**config.mk**
```make
export PLATFORM = sky130hd
export DESIGN_NAME = stepper_onehot_seq_flat
export DESIGN_NICKNAME = d
export VERILOG_FILES = /design/src/rtl/stepper_onehot_seq_if.sv /design/src/rtl/stepper_onehot_seq.sv /design/src/flat_wrapper.sv
export SDC_FILE = /design/constraint.sdc
export NUM_CORES = 1
export LEC_CHECK = 0
export CAP_MARGIN = 10
export CORE_ASPECT_RATIO = 0.8
export CORE_UTILIZATION = 32
export DETAILED_ROUTE_END_ITERATION = 8
export PLACE_DENSITY_LB_ADDON = 0.3
export SLEW_MARGIN = 20
export SYNTH_ARGS = -nofsm -noshare
export SYNTH_HDL_FRONTEND = slang
export SYNTH_SLANG_ARGS = --single-unit
```
**constraint.sdc**
```tcl
create_clock -name clk -period 2.9 [get_ports clk]
set_input_delay 0.435 -clock clk [delete_from_list [all_inputs] [get_ports clk]]
set_output_delay 0.435 -clock clk [all_outputs]
set_load 0.01 [all_outputs]
```
**src/rtl/stepper_onehot_seq_if.sv**
```systemverilog
// Control and phase-line bundle for the one-hot stepper sequencer.
// The master drives the controls; the slave (sequencer) drives the registered outputs.
`timescale 1ns/1ps
interface stepper_onehot_seq_if #(
    parameter int unsigned N_STEPS = 29,
    parameter int unsigned PRESC_W = 8
);
    localparam int unsigned POS_W = $clog2(N_STEPS);

    logic               start;
    logic               stop;
    logic               en;
    logic               dir;
    logic               mode;
    logic [PRESC_W-1:0] div;
    logic [N_STEPS-1:0] step;
    logic [POS_W-1:0]   pos;
    logic               busy;
    logic               wrap;
    logic               done;

    modport master (
        output start, stop, en, dir, mode, div,
        input  step, pos, busy, wrap, done
    );

    modport slave (
        input  start, stop, en, dir, mode, div,
        output step, pos, busy, wrap, done
    );
endinterface

```
**src/rtl/stepper_onehot_seq.sv**
```systemverilog
// One-hot stepper sequencer: prescaled forward/reverse stepping over N_STEPS phase lines,
// continuous (wrapping) or one-shot, with start/stop/pause control and wrap/done pulses.
`timescale 1ns/1ps
module stepper_onehot_seq #(
    parameter int unsigned N_STEPS = 29,
    parameter int unsigned PRESC_W = 8
) (
    input  logic                 clk,
    input  logic                 rst,
    stepper_onehot_seq_if.slave  bus
);
    localparam int unsigned POS_W = $clog2(N_STEPS);
    localparam logic [POS_W-1:0] POS_LAST = POS_W'(N_STEPS - 1);

    typedef enum logic {S_IDLE, S_RUN} state_e;

    state_e               state_q, state_d;
    logic [PRESC_W-1:0]   pc_q, pc_d;
    logic [POS_W-1:0]     pos_q, pos_d;
    logic [N_STEPS-1:0]   step_q, step_d;
    logic                 busy_q, busy_d;
    logic                 wrap_q, wrap_d;
    logic                 done_q, done_d;

    logic [POS_W-1:0]     origin;
    logic [POS_W-1:0]     end_pos;
    logic [POS_W-1:0]     pos_adv;
    logic                 crossing;

    // Next-state, counter and position logic; stop beats start beats advance.
    always_comb begin
        state_d  = state_q;
        pc_d     = pc_q;
        pos_d    = pos_q;
        wrap_d   = 1'b0;
        done_d   = 1'b0;
        origin   = bus.dir ? POS_LAST : '0;
        end_pos  = bus.dir ? '0 : POS_LAST;
        crossing = bus.dir ? (pos_q == '0) : (pos_q == POS_LAST);
        if (bus.dir) begin
            pos_adv = (pos_q == '0) ? POS_LAST : pos_q - POS_W'(1);
        end else begin
            pos_adv = (pos_q == POS_LAST) ? '0 : pos_q + POS_W'(1);
        end

        case (state_q)
            S_IDLE: begin
                pc_d = '0;
                if (bus.start && !bus.stop) begin
                    state_d = S_RUN;
                    if (bus.mode) begin
                        pos_d = origin;
                    end
                end
            end
            S_RUN: begin
                if (bus.stop) begin
                    state_d = S_IDLE;
                    pc_d    = '0;
                end else if (bus.start && bus.mode) begin
                    pos_d = origin;
                    pc_d  = '0;
                end else if (bus.en) begin
                    if (pc_q >= bus.div) begin
                        pc_d   = '0;
                        pos_d  = pos_adv;
                        wrap_d = crossing && !bus.mode;
                        // One-shot terminates on arrival at the end position.
                        if (bus.mode && (pos_adv == end_pos)) begin
                            state_d = S_IDLE;
                            done_d  = 1'b1;
                        end
                    end else begin
                        pc_d = pc_q + PRESC_W'(1);
                    end
                end
            end
            default: begin
                state_d = S_IDLE;
                pc_d    = '0;
            end
        endcase

        step_d = N_STEPS'(1) << pos_d;
        busy_d = (state_d == S_RUN);
    end

    always_ff @(posedge clk) begin
        if (rst) begin
            state_q <= S_IDLE;
            pc_q    <= '0;
            pos_q   <= '0;
            step_q  <= N_STEPS'(1);
            busy_q  <= 1'b0;
            wrap_q  <= 1'b0;
            done_q  <= 1'b0;
        end else begin
            state_q <= state_d;
            pc_q    <= pc_d;
            pos_q   <= pos_d;
            step_q  <= step_d;
            busy_q  <= busy_d;
            wrap_q  <= wrap_d;
            done_q  <= done_d;
        end
    end

    assign bus.step = step_q;
    assign bus.pos  = pos_q;
    assign bus.busy = busy_q;
    assign bus.wrap = wrap_q;
    assign bus.done = done_q;
endmodule

```
**src/flat_wrapper.sv**
```systemverilog
// flat-port wrapper written by rule: the top's interface ports become plain ports
module stepper_onehot_seq_flat 
#(
    parameter int unsigned N_STEPS = 29,
    parameter int unsigned PRESC_W = 8
)
  (clk, rst, bus_start, bus_stop, bus_en, bus_dir, bus_mode, bus_div, bus_step, bus_pos, bus_busy, bus_wrap, bus_done);
  stepper_onehot_seq_if #(.N_STEPS(N_STEPS), .PRESC_W(PRESC_W)) bus_i ();
  input  logic clk;
  input  logic rst;
  input wire logic [$bits(bus_i.start)-1:0] bus_start;
  input wire logic [$bits(bus_i.stop)-1:0] bus_stop;
  input wire logic [$bits(bus_i.en)-1:0] bus_en;
  input wire logic [$bits(bus_i.dir)-1:0] bus_dir;
  input wire logic [$bits(bus_i.mode)-1:0] bus_mode;
  input wire logic [$bits(bus_i.div)-1:0] bus_div;
  output wire logic [$bits(bus_i.step)-1:0] bus_step;
  output wire logic [$bits(bus_i.pos)-1:0] bus_pos;
  output wire logic [$bits(bus_i.busy)-1:0] bus_busy;
  output wire logic [$bits(bus_i.wrap)-1:0] bus_wrap;
  output wire logic [$bits(bus_i.done)-1:0] bus_done;
  assign bus_i.start = bus_start;
  assign bus_i.stop = bus_stop;
  assign bus_i.en = bus_en;
  assign bus_i.dir = bus_dir;
  assign bus_i.mode = bus_mode;
  assign bus_i.div = bus_div;
  assign bus_step = bus_i.step;
  assign bus_pos = bus_i.pos;
  assign bus_busy = bus_i.busy;
  assign bus_wrap = bus_i.wrap;
  assign bus_done = bus_i.done;
  stepper_onehot_seq #(.N_STEPS(N_STEPS), .PRESC_W(PRESC_W)) u_core (.clk(clk), .rst(rst), .bus(bus_i));
endmodule
```
==> results.py, run 1 <==
metrics = {
    "critical_path": {
        "end_kind": "flop",
        "crit_path_start_kind": "input pin",
        "crit_path_max_fanout": 7,
        "critPathRequiredTime_ns": 3.12,
        "cp.arrival_ns": 2.89,
        "path_class": "input pin to flop",
    },
    "clocking": {
        "cts_resized": 0,
        "tritoncts": "yes",
        "path_clk_slew_ns": 0.08,
        "clockRootBuffer": "clkbuf_8",
        "insertion_delay_ns": 0.29,
        "cts.htree.levels": 2,
        "cts.sinks": 45,
        "hold_buffers": 0,
        "clock_path_buffers": 2,
        "numCtsBuffers": 5,
        "cts_setup_buffers": 0,
    },
    "die": {
        "initial_utilization_pct": 33.0,
        "die_w_um": 96.1,
        "die_h_um": 77.2,
        "die-area_um2": 7420,
        "io_pins": 52,
        "core-area_um2": 6860,
        "rows": 27,
    },
    "yosys": {
        "synth_top_area_cell": "dfxtp_1",
        "synth_warnings": 0,
        "ys_ff_latch": 45,
        "syn_area_per_cell_um2": 8.58,
        "yosysTopAreaCellShare_pct": 39.8,
        "syn-num-nets": 291,
        "synth_area_leaders": "dfxtp_1 40%, ha_1 6.6%, nor2_1 5.3%, a21oi_1 3.1%, o21ai_0 3.1%",
        "synth_edf_count": 0,
        "synth_ff_type": "dfxtp_1",
        "ys_types": 56,
        "synth_async_sr_flop_share_pct": 0,
        "syn_area_um2": 2260,
        "postSynthCellCount": 264,
        "yosysSeqAreaShare_pct": 39.8,
    },
    "power": {
        "p_leak_uw": 0.00117,
        "power_density_nw_per_um2": 407,
        "combPwrFrac_pct": 13.6,
        "power_switching_uw": 292,
        "ir_worst_vdd_uv": 202,
        "clockPowerShare_pct": 35.5,
        "intPower_uw": 960,
        "seqPwrFrac_pct": 50.9,
        "switching_share_pct": 23.3,
    },
    "route": {
        "drc": 0,
        "postRouteAntennaNets": 0,
        "first_pass_iters": 4,
        "vias": 2102,
        "wl_mm": 5.28,
        "post_drt_wl_per_cell_um": 12.6,
        "drtIter0Drc": 96,
        "vias_per_cell": 5.03,
    },
    "min_path": {
        "hp-class": "flop to flop",
    },
    "sta": {
        "slew_headroom_pct": 62.7,
        "maxSlewViolCount": 0,
        "period_share_pct": 92.1,
        "worstMarginPinSlew_ns": 0.557,
        "setup_tns_ns": 0,
        "finalClockSkew_ns": 0.00710,
        "max_freq_ghz": 0.374,
        "period_needed_ns": 2.67,
        "rsz0062_at_grt": "no",
        "hold_violations": 0,
        "finalSetupViolations": 0,
    },
    "global_routing": {
        "grt_busiest_layer": "met2",
        "grtUsageMet1_pct": 22.2,
        "grt_max_degree": 16,
        "met2_usage_pct": 22.6,
        "antenna_found_initial": 0,
        "grt_use_total_pct": 15.2,
        "use_met3_pct": 3.27,
        "grt_overflow_total": 0,
        "grt_pass1_vias": 1872,
        "grt_first_pass_wirelength_mm": 8.87,
    },
    "cells_and_area": {
        "design_area_um2": 3080,
        "area_growth_pct": 36.0,
        "drive_above_1_share_pct": 13.6,
        "n_antenna_cell": 0,
        "final_util_pct": 44.9,
        "nNetsFinal": 358,
    },
    "place": {
        "io_buffers": 51,
        "gp_congestion": 0.817,
        "hpwlAfterDp_mm": 4.11,
        "placed_area_um2": 2980,
    },
    "outcome": {
        "status": "finished, final reports clean",
    },
    "job": {
        "max_cap_violations": 0,
    },
}
power groups by stage:
stage | sequential, uW | clock [uW] | combinational, uW
floorplan | 652 | 0 | 98.0
CTS | 637 | 455 | 171
finish | 637 | 444 | 171
global route | 639 | 486 | 189
global placement | 652 | 0 | 169
detailed placement | 652 | 0 | 170
critical path, stage by stage:
cell and delay [ns]:
clkdlybuf4s50_1 0.45, inv_1 0.04, ha_1 0.30, a21oi_1 0.16, o21ai_1 0.17, buf_4 0.19
o2111a_1 0.23, a221o_1 0.45, or2_4 0.30, nor3_2 0.16
state kept, by name (all words and copies together) (netlist names):
register,count
u_core.bus.done,1
u_core.bus.pos,5
u_core.bus.step,29
u_core.bus.wrap,1
u_core.pc_q,8
u_core.state_q,1
path summary, 6_finish.rpt:
path | startpoint | end | slack [ns] | depth (start not counted)
setup / recovery | bus_div[5] | u_core.bus.step[13] | 0.23 | 10
hold reg to reg | u_core.pc_q[7] | u_core.pc_q[7] | 0.50 | 2
setup reg to reg | u_core.bus.pos[1] | u_core.state_q | 0.32 | 8
hold / removal | u_core.pc_q[7] | u_core.pc_q[7] | 0.50 | 2
per-stage QoR:
stage	instances	total power [uW]	worst slack, ns	hold slack [ns]
detailed placement	411	822	-0.0731	0.490
global route	418	1310	0.0229	0.534
CTS	418	1260	0.223	0.503
global placement	411	821	-0.0646	0.479
floorplan	264	750	0.512	0.462
finish	418	1250	0.228	0.501
final cells by class:
type / instances / area, um2
fill: 666 / 3780
timing repair buffer: 71 / 661
clock inverter: 2 / 35.0
inverter: 15 / 56.3
tap: 87 / 109
sequential: 45 / 901
clock buffer: 5 / 68.8
multi-input combinational: 193 / 1250
synthesized netlist by cell type, types with 6 or more instances:
cell type	instances
nand3_1	8
nor2b_1	8
nand2b_1	6
a21oi_1	14
nor3_1	7
nor2_1	32
ha_1	12
o21ai_0	14
nand2_1	16
nand3b_1	6
inv_1	15
dfxtp_1	45
per-layer routing:
metal,wire length [um],vias up
met2,2280,49
met1,2700,978
met3,286,2
met5,0,-
met4,18,0
li1,-,1073
cells in the final DEF, fill, tap and decap left out, drive strengths merged, types with 2 or more instances in the layout:
master,Yosys,final
clkdlybuf4s50,0,51
dfxtp,45,45
nor2,32,32
buf,7,20
o21ai,18,18
nand2,16,16
a21oi,16,16
inv,15,15
ha,12,12
nor3,9,9
nor2b,8,8
nand3,8,8
nand2b,6,6
nand3b,6,6
o211ai,5,5
clkbuf,4,5
or2,5,5
and3,4,4
or3,4,4
or4b,4,4
nor4,4,4
o31ai,3,3
a22oi,3,3
a21o,2,2
nand4,2,2
nand4b,2,2
and2,2,2
a31oi,2,2
a211oi,2,2
or2b,2,2
o2111ai,2,2
a31o,2,2
or4,2,2
kinds of logic after synthesis:
logic type      synth area share, %
flops                          39.8
buf+inv                        5.08
xor+xnor                      0.387
simple gates                   28.9
fa+ha+maj                      6.63
compound gates                 19.2
No activity file was read; power rests on OpenSTA's default activity.
==> run 2: changes to the inputs <==
--- a/config.mk
+++ b/config.mk
@@ -9,6 +9,7 @@
 export CORE_ASPECT_RATIO = 0.8
 export CORE_UTILIZATION = 32
 export DETAILED_ROUTE_END_ITERATION = 8
+export HOLD_SLACK_MARGIN = 0.06
 export PLACE_DENSITY_LB_ADDON = 0.3
 export SLEW_MARGIN = 20
 export SYNTH_ARGS = -nofsm -noshare
==> results of run 2 <==
No change in the layout: final DEF, timing and power equal those of run 1.
==> run 3: changes to the inputs <==
--- a/config.mk
+++ b/config.mk
@@ -7,10 +7,12 @@
 export LEC_CHECK = 0
 export CAP_MARGIN = 10
 export CORE_ASPECT_RATIO = 0.8
+export CORE_MARGIN = 10
 export CORE_UTILIZATION = 32
 export DETAILED_ROUTE_END_ITERATION = 8
+export GPL_TIMING_DRIVEN = 0
 export HOLD_SLACK_MARGIN = 0.06
-export PLACE_DENSITY_LB_ADDON = 0.3
+export PLACE_DENSITY = 0.64
 export SLEW_MARGIN = 20
 export SYNTH_ARGS = -nofsm -noshare
 export SYNTH_HDL_FRONTEND = slang
==> run 3 against run 2 <==
Register-to-register slack got worse by 0.10 ns. Worst hold slack got worse by 0.0026 ns. Critical path depth unchanged. Setup slack got worse by 0.14 ns. Cell count decreased by 2.4%. Cell area decreased by 3.0%. Largest cell class unchanged. Maximum frequency decreased by 5.0%. Total power increased by 0.54%. Sequential power about the same. First-iteration DRC count decreased by 3.1%. Non-clock buffer count decreased by 10. Clock-buffer cell count unchanged.
==> results.py, run 3 (synthesized netlist as in run 1, its figures left out) <==
metrics = {
    "clocking": {
        "cts.sinks": 45,
        "cts.htree.levels": 2,
        "path_clk_slew_ns": 0.09,
        "clockRootBuffer": "clkbuf_8",
        "tritoncts": "yes",
        "numCtsBuffers": 5,
        "hold_buffers": 0,
        "clock_path_buffers": 2,
        "insertion_delay_ns": 0.30,
    },
    "cells_and_area": {
        "final_common_cell": "clkdlybuf4s50_1",
        "fillers": 713,
        "multi_input_area_um2": 1260,
        "final_cells": 408,
        "n_antenna_cell": 0,
        "final_cell_mix": "49 x clkdlybuf4s50_1, 45 x dfxtp_1, 32 x nor2_1",
        "nNetsFinal": 348,
        "drive_above_1_share_pct": 10.9,
        "area_growth_pct": 31.9,
        "seq_area_um2": 901,
        "largest_reg_flops": 29,
    },
    "critical_path": {
        "path_buf_inv": 2,
        "cp-startpoint": "bus_div[1]",
        "rrSetupSlack_ns": 0.22,
        "max_stage_delay_ns": 0.60,
        "critPathRequiredTime_ns": 3.14,
        "worstReg2RegStart": "u_core.bus.pos[0]",
        "crit_path_end": "u_core.bus.step[2]",
        "worstRegToRegCells": 10,
        "crit_path_max_fanout": 8,
        "rr_endpoint": "u_core.bus.step[2]",
        "crit_path_start_kind": "input pin",
        "cp.arrival_ns": 3.05,
        "crit_path_top_delay_cell": "or4_4",
        "end_kind": "flop",
        "cp.depth": 10,
        "path_class": "input pin to flop",
        "crit_chain": "clkdlybuf4s50_1 > inv_1 > ha_1 > nor2b_1 > o31ai_2 > a21oi_4 > o211ai_1 > a31oi_1 > or4_4 > nor2_1",
        "cp_top_family": "compound AO/OA/AOI/OAI gates",
    },
    "global_routing": {
        "grt_overflow_total": 0,
        "grt_first_pass_wirelength_mm": 9.48,
        "grt_pass1_vias": 1948,
        "grt_max_degree": 14,
        "antenna_found_initial": 0,
        "grt_use_total_pct": 10.5,
    },
    "job": {
        "max_cap_violations": 0,
    },
    "die": {
        "core-area_um2": 6890,
        "die_h_um": 95.2,
        "rows": 27,
        "die-area_um2": 10900,
        "initial_utilization_pct": 32.9,
        "die_w_um": 114,
        "io_pins": 52,
    },
    "place": {
        "dp_cells": 400,
        "gp_congestion": 0.895,
        "hpwlAfterDp_mm": 4.53,
        "io_buffers": 49,
    },
    "sta": {
        "maxSlewViolCount": 0,
        "worstMarginPinSlew_ns": 0.490,
        "rsz0062_at_grt": "yes",
        "hold_violations": 0,
        "period_needed_ns": 2.81,
        "finalClockSkew_ns": 0.0137,
        "finalSetupViolations": 0,
        "slew_headroom_pct": 67.3,
        "fin_hold_ws_ns": 0.499,
        "period_share_pct": 97.0,
        "max_freq_ghz": 0.355,
    },
    "power": {
        "ir_worst_vdd_uv": 182,
        "power_density_nw_per_um2": 421,
        "p_leak_uw": 0.00111,
    },
    "route": {
        "post_drt_wl_per_cell_um": 14.5,
        "vias": 2097,
        "drtIter0Drc": 93,
        "postRouteAntennaNets": 0,
        "first_pass_iters": 4,
        "wl_mm": 5.91,
        "drc": 0,
        "vias_per_cell": 5.14,
    },
    "min_path": {
        "hp-class": "flop to flop",
    },
    "outcome": {
        "status": "finished, final reports clean",
    },
}
## run 3: worst min path at each step
stage / startpoint / to / slack (ns) / depth (start not counted)
final: u_core.pc_q[7] / u_core.pc_q[7] / 0.50 / 2
after global routing: u_core.pc_q[7] / u_core.pc_q[7] / 0.53 / 2
after CTS: u_core.pc_q[7] / u_core.pc_q[7] / 0.50 / 2
after detailed placement: u_core.pc_q[7] / u_core.pc_q[7] / 0.49 / 2
after global placement: u_core.pc_q[7] / u_core.pc_q[7] / 0.48 / 2
after floorplan: u_core.pc_q[7] / u_core.pc_q[7] / 0.46 / 2
## run 3: repair_timing
item / in CTS / in global routing
endpoints found under the hold margin: 0 / 0
setup endpoints to repair: 0 / 29
setup buffers: 0 / 1
resized for setup: 0 / 4
## run 3: area by class of cell
cell class | instances | area share [%]
clock inverter | 2 | 1.17
tap | 87 | 3.64
multi-input combinational | 193 | 42.2
timing repair buffer | 50 | 16.7
buffer | 11 | 1.97
inverter | 15 | 1.88
sequential | 45 | 30.2
clock buffer | 5 | 2.30
## run 3: worst min-delay path: stages (launching register included)
cell and delay, ns:
dfxtp_1 0.33, o21ai_0 0.07, a21oi_1 0.06
## run 3: metal layers
metal  global-route usage (%)  vias up  wire length (um)
li1                         -     1055                 -
met1                     13.7      965              2790
met2                     16.2       71              2610
met3                     3.52        6               453
met4                     3.13        0                59
met5                        0        -                 0
## run 3: through the flow
step	area (um2)	setup slack [ns]	total power, uW	setup TNS (ns)	utilization (%)
6_report	2990	0.0866	1260	0	43.4
5_1_grt	2990	-0.0531	1310	-0.324	43.4
4_1_cts	2970	0.0272	1260	0	43.1
3_5_place_dp	2860	-0.275	814	-5.69	41.6
3_3_place_gp	2860	-0.300	812	-6.14	41.6
2_1_floorplan	2260	0.512	750	0	-
## run 3: report_power, final
group	internal, uW	switching [uW]
Clock	251	207
Sequential	627	7.65
Combinational	74.5	92.1
Total	952	307
